`config.mk`:
```
export PLATFORM = sky130hd
export DESIGN_NAME = fetch_unit
export DESIGN_NICKNAME = d
export VERILOG_FILES = /design/src/rtl/fetch_unit.sv
export SDC_FILE = /design/constraint.sdc
export NUM_CORES = 1
export LEC_CHECK = 0
export CAP_MARGIN = 10
export CELL_PAD_IN_SITES_DETAIL_PLACEMENT = 1
export CELL_PAD_IN_SITES_GLOBAL_PLACEMENT = 2
export CORE_MARGIN = 2
export CORE_UTILIZATION = 22
export DETAILED_ROUTE_END_ITERATION = 16
export GPL_TIMING_DRIVEN = 0
export PLACE_DENSITY = 0.73
export SLEW_MARGIN = 30
export SYNTH_ARGS = -nofsm -noshare
export SYNTH_HDL_FRONTEND = slang
export SYNTH_SLANG_ARGS = --single-unit
```
`constraint.sdc`:
```
create_clock -name clk -period 2.3 [get_ports clk]
set_clock_uncertainty 0.05 [all_clocks]
set_input_delay 0.46 -clock clk [delete_from_list [all_inputs] [get_ports clk]]
set_output_delay 0.46 -clock clk [all_outputs]
set_load 0.03 [all_outputs]
```
`src/rtl/fetch_unit.sv`:
```
// fetch_unit: sequential instruction fetch with stall, absolute/relative branch redirect and halt
// Ports:
//   clk, reset            - single clock, synchronous active-high reset
//   address               - fetch address to program memory (current pc)
//   instruction_code      - word returned combinationally by program memory
//   instr, instr_pc       - registered instruction and the address it came from
//   instr_valid           - instr/instr_pc hold a live instruction
//   instr_ready           - decoder accepts instr this cycle
//   branch_taken          - consumed instruction redirects the pc
//   branch_relative       - 1: target = instr_pc + 1 + branch_value, 0: target = branch_value
//   branch_value          - absolute target or two's-complement offset
//   halt_req              - consumed instruction stops fetching (wins over branch_taken)
//   halted                - unit is in the HALTED state
module fetch_unit #(
    parameter int program_code_size = 8,
    parameter int instruction_size  = 24
) (
    input  logic                         clk,
    input  logic                         reset,
    output logic [program_code_size-1:0] address,
    input  logic [instruction_size-1:0]  instruction_code,
    output logic [instruction_size-1:0]  instr,
    output logic [program_code_size-1:0] instr_pc,
    output logic                         instr_valid,
    input  logic                         instr_ready,
    input  logic                         branch_taken,
    input  logic                         branch_relative,
    input  logic [program_code_size-1:0] branch_value,
    input  logic                         halt_req,
    output logic                         halted
);
    localparam logic [0:0] st_fetch  = 1'b0;
    localparam logic [0:0] st_halted = 1'b1;
    logic [0:0]                   r_state;
    logic [program_code_size-1:0] r_pc;
    logic                         w_xfer;
    logic [program_code_size-1:0] w_target;
    assign address  = r_pc;
    assign w_xfer   = instr_valid & instr_ready;
    // Width of the sum is the pc width, so relative targets wrap like the pc does
    assign w_target = branch_relative ? instr_pc + 1'b1 + branch_value : branch_value;
    always_ff @(posedge clk) begin
        if (reset) begin
            r_state     <= st_fetch;
            r_pc        <= '0;
            instr       <= '0;
            instr_pc    <= '0;
            instr_valid <= 1'b0;
            halted      <= 1'b0;
        end else if (r_state == st_fetch) begin
            if (w_xfer && halt_req) begin
                r_state     <= st_halted;
                halted      <= 1'b1;
                instr_valid <= 1'b0;
                r_pc        <= instr_pc + 1'b1;
            end else if (w_xfer && branch_taken) begin
                // The sequential word on the bus now is discarded: one bubble
                r_pc        <= w_target;
                instr_valid <= 1'b0;
            end else if (!instr_valid || instr_ready) begin
                instr       <= instruction_code;
                instr_pc    <= r_pc;
                instr_valid <= 1'b1;
                r_pc        <= r_pc + 1'b1;
            end
        end
    end
endmodule

```
==> metrics.txt <==
status=finished, violations left; violations in the final reports=negative setup slack; Die Footprint=11000 sq um; Synth Area in Adders=0.0648; routed wire length=7.67 mm; ANT nets after route=0; total power divided by cell area=621 nW/um^2; library cell contributing the largest single delay on the critical path=sky130_fd_sc_hd__or3_4; compound-gate portion of the synthesized area=0.219; worst-case setup slack after placement=-645 ps; drt first pass iters=4; number of max-slew violations in the final report=0; Slew HR=0.641; Area contributors post-synth=sky130_fd_sc_hd__dfxtp_1, sky130_fd_sc_hd__nand2_1, sky130_fd_sc_hd__a21oi_1; RSZ-0062 raised after global routing=true; most used flip-flop cell after synthesis=sky130_fd_sc_hd__dfxtp_1; number of flip-flops and latches in the synthesized netlist=43; slowest cell delay on critical path=410 ps; endpoints failing hold=0; via count normalized by instance count=4.52; vias=2319; number of primary I/O pins=80; CTS Root Cell=sky130_fd_sc_hd__clkbuf_8; pin count of the biggest net entering global routing=14; starting utilization of the core area=0.228; hold bufs inserted after CTS=0; post-synthesis cell count=289; power consumption=2160 uW; core box area=9820 sq um; minimum setup slack in the final design=-110 ps; global-route usage over all layers=0.142; post-synth cell types=45; number of antenna diodes=0; sequential element share of the synthesized area=0.384; critical-path cell list=ha_4, nand3_4, xnor2_4, ha_4, o211ai_1, or3_4, a211oi_2, o21ai_1, xor2_1, o31ai_2; GRT overflow=0; via count of the first global-routing pass=2523; Worst setup EP type=flip-flop; number of cell rows=36; leading cell type by number of instances after synthesis=sky130_fd_sc_hd__nand2_1; number of violations of the max-capacitance limit=0; initial antenna violation count=0; detailed router's first-iteration violation count=87; Synth Area in XOR/XNOR=0.0626; routed wirelength normalized by instance count=15.0 um; Sinks on Clock Net=43; post-detail-place hpwl=5.86 mm; per-instance average area after synthesis=7.75 sq um; Core Util, Final=0.355; count of warnings emitted by yosys=0; portion of the clock cycle consumed by the worst path in the final layout=1.05; Crit path arrival time=2580 ps; Finished Layout Cells=513; Least-Margin Pin Slew=538 ps; # nets final=428; area fraction of the dominant cell type after synthesis=0.384; combinational family with the most area after synthesis=simple AND/OR/NAND/NOR gates; Worst Hold Class=reg -> reg; worst-skew pair later-pin latency=300 ps; CTS tree=built; signed area change from the synthesized netlist to the final layout=55.5%; WP data required=2470 ps; cts bufs inserted=5; horizontal extent of the die=105 um; number of nets produced by synthesis=338; startpoint type of the worst setup path=flip-flop; clock-pin slew on the worst setup and hold paths=90 ps; count of placed standard cells including taps=500; final setup fails=2; buffer levels on the longest clock path=2; VDD IR-drop max=0.000315 V; maximum fanout count along the critical path=6; cell mode on critical path=sky130_fd_sc_hd__ha_4; wire length of the first global-routing pass=12.5 mm; Final Critical Period=2410 ps; type of the setup path with the least slack=reg -> reg; deepest level of the CTS H-tree=2; fraction of synthesized area in multiplexers=0.00950; async set or reset register ratio after synthesis=0; highest attainable clock frequency=415 MHz; remaining design rule violation count=0; synthesized-area fraction occupied by and/or/nand/nor cells=0.225; top cells by instance count after synthesis=sky130_fd_sc_hd__nand2_1, sky130_fd_sc_hd__a21oi_1, sky130_fd_sc_hd__dfxtp_1; leakage power figure=0.00131 uW; largest area contributor in the synthesized netlist=sky130_fd_sc_hd__dfxtp_1; final weighted congestion of routability-driven global placement=0.724; count of input and output buffers=78; chip height=105 um; layout cell share with drive strength beyond 1=0.124; area of the mapped netlist=2240 sq um; count of flip-flops with a built-in enable after synthesis=0
area by class of cell:
class / count / area [sq um]
fillers: 1221 / 6340
clock buffers: 6 / 72.6
repair buffers: 83 / 817
plain buffers: 15 / 72.6
clock inverters: 2 / 12.5
inverters: 4 / 15.0
multi-input cells: 227 / 1450
well taps: 133 / 166
flip-flops and latches: 43 / 876
worst max-delay path, delay by kind of cell, from the launching register on:
kind	cells	cell delay (ps)
AOI/OAI and AO/OA	4	580
xor gates and xnor gates	2	330
adders and majority gates	2	450
DFF	1	400
and+or+nand+nor	2	530
placed cells by master, fill, tap and decap left out, types with 2 or more instances in the layout:
cell type / count
sky130_fd_sc_hd__clkdlybuf4s50_1: 77
sky130_fd_sc_hd__nand2b_1: 2
sky130_fd_sc_hd__o211a_1: 2
sky130_fd_sc_hd__xor2_1: 5
sky130_fd_sc_hd__a21oi_2: 2
sky130_fd_sc_hd__nand2_2: 2
sky130_fd_sc_hd__dfxtp_2: 3
sky130_fd_sc_hd__dfxtp_1: 37
sky130_fd_sc_hd__a21o_1: 3
sky130_fd_sc_hd__and3_1: 4
sky130_fd_sc_hd__ha_1: 5
sky130_fd_sc_hd__clkbuf_2: 3
sky130_fd_sc_hd__clkbuf_4: 3
sky130_fd_sc_hd__nand2_1: 76
sky130_fd_sc_hd__ha_4: 4
sky130_fd_sc_hd__xnor2_1: 7
sky130_fd_sc_hd__a311oi_1: 3
sky130_fd_sc_hd__and2_1: 2
sky130_fd_sc_hd__inv_1: 4
sky130_fd_sc_hd__clkbuf_8: 5
sky130_fd_sc_hd__a211oi_1: 3
sky130_fd_sc_hd__a21oi_1: 44
sky130_fd_sc_hd__nor2_1: 18
sky130_fd_sc_hd__nand3_1: 7
sky130_fd_sc_hd__dfxtp_4: 3
sky130_fd_sc_hd__clkbuf_1: 9
sky130_fd_sc_hd__buf_4: 5
sky130_fd_sc_hd__o21ai_0: 5
sky130_fd_sc_hd__o21ai_1: 2
routing by layer:
| layer | global-route usage | share of wire |
|---|---|---|
| met4 | 0.0257 | 0.0077 |
| met5 | 0 | 0 |
| met1 | 0.170 | 0.45 |
| met3 | 0.0399 | 0.057 |
| met2 | 0.253 | 0.48 |
through the flow:
stage	TNS, ps	hold slack (ps)	cell area (sq um)
finish	-168	410	3480
global route	-648	439	3480
CTS	-398	412	3400
detailed placement	-9050	400	3230
global placement	-7440	393	3230
floorplan	-70.0	449	2280
report_power, final:
| group | leakage (uW) | internal [uW] | switching (uW) | total [uW] |
|---|---|---|---|---|
| Combinational | 0.000912 | 342 | 425 | 768 |
| Clock | 0.0000412 | 213 | 284 | 497 |
| Sequential | 0.000358 | 817 | 82.1 | 899 |
sequential cells by signal (all words and copies together) (netlist names):
name and flops:
r_state 1, instr 24, instr_valid 1, address 8, instr_pc 8, halted 1
worst paths after layout:
check	start	end	slack [ps]	cells after the start
worst max-delay path	instr_pc[0]	address[7]	-110	10
worst min-delay path	instr[19]	instr[19]	410	2
worst max register to register	instr_pc[0]	address[7]	-110	10
worst min register to register	instr[19]	instr[19]	410	2
repair_timing:
item                                    in CTS  in global routing
endpoints found under the setup margin       4                 33
pin swaps                                    7                  4
resized for setup                           14                 16
buffers inserted                             2                  3
kinds of logic after synthesis:
group | Yosys count
flip-flops | 43
AO/OA/AOI/OAI | 79
multiplexers | 2
buffers and inverters | 19
XOR/XNOR | 16
AND/OR/NAND/NOR | 119
adder cells (fa/ha/maj) | 11
No activity file was read; power rests on OpenSTA's default activity.
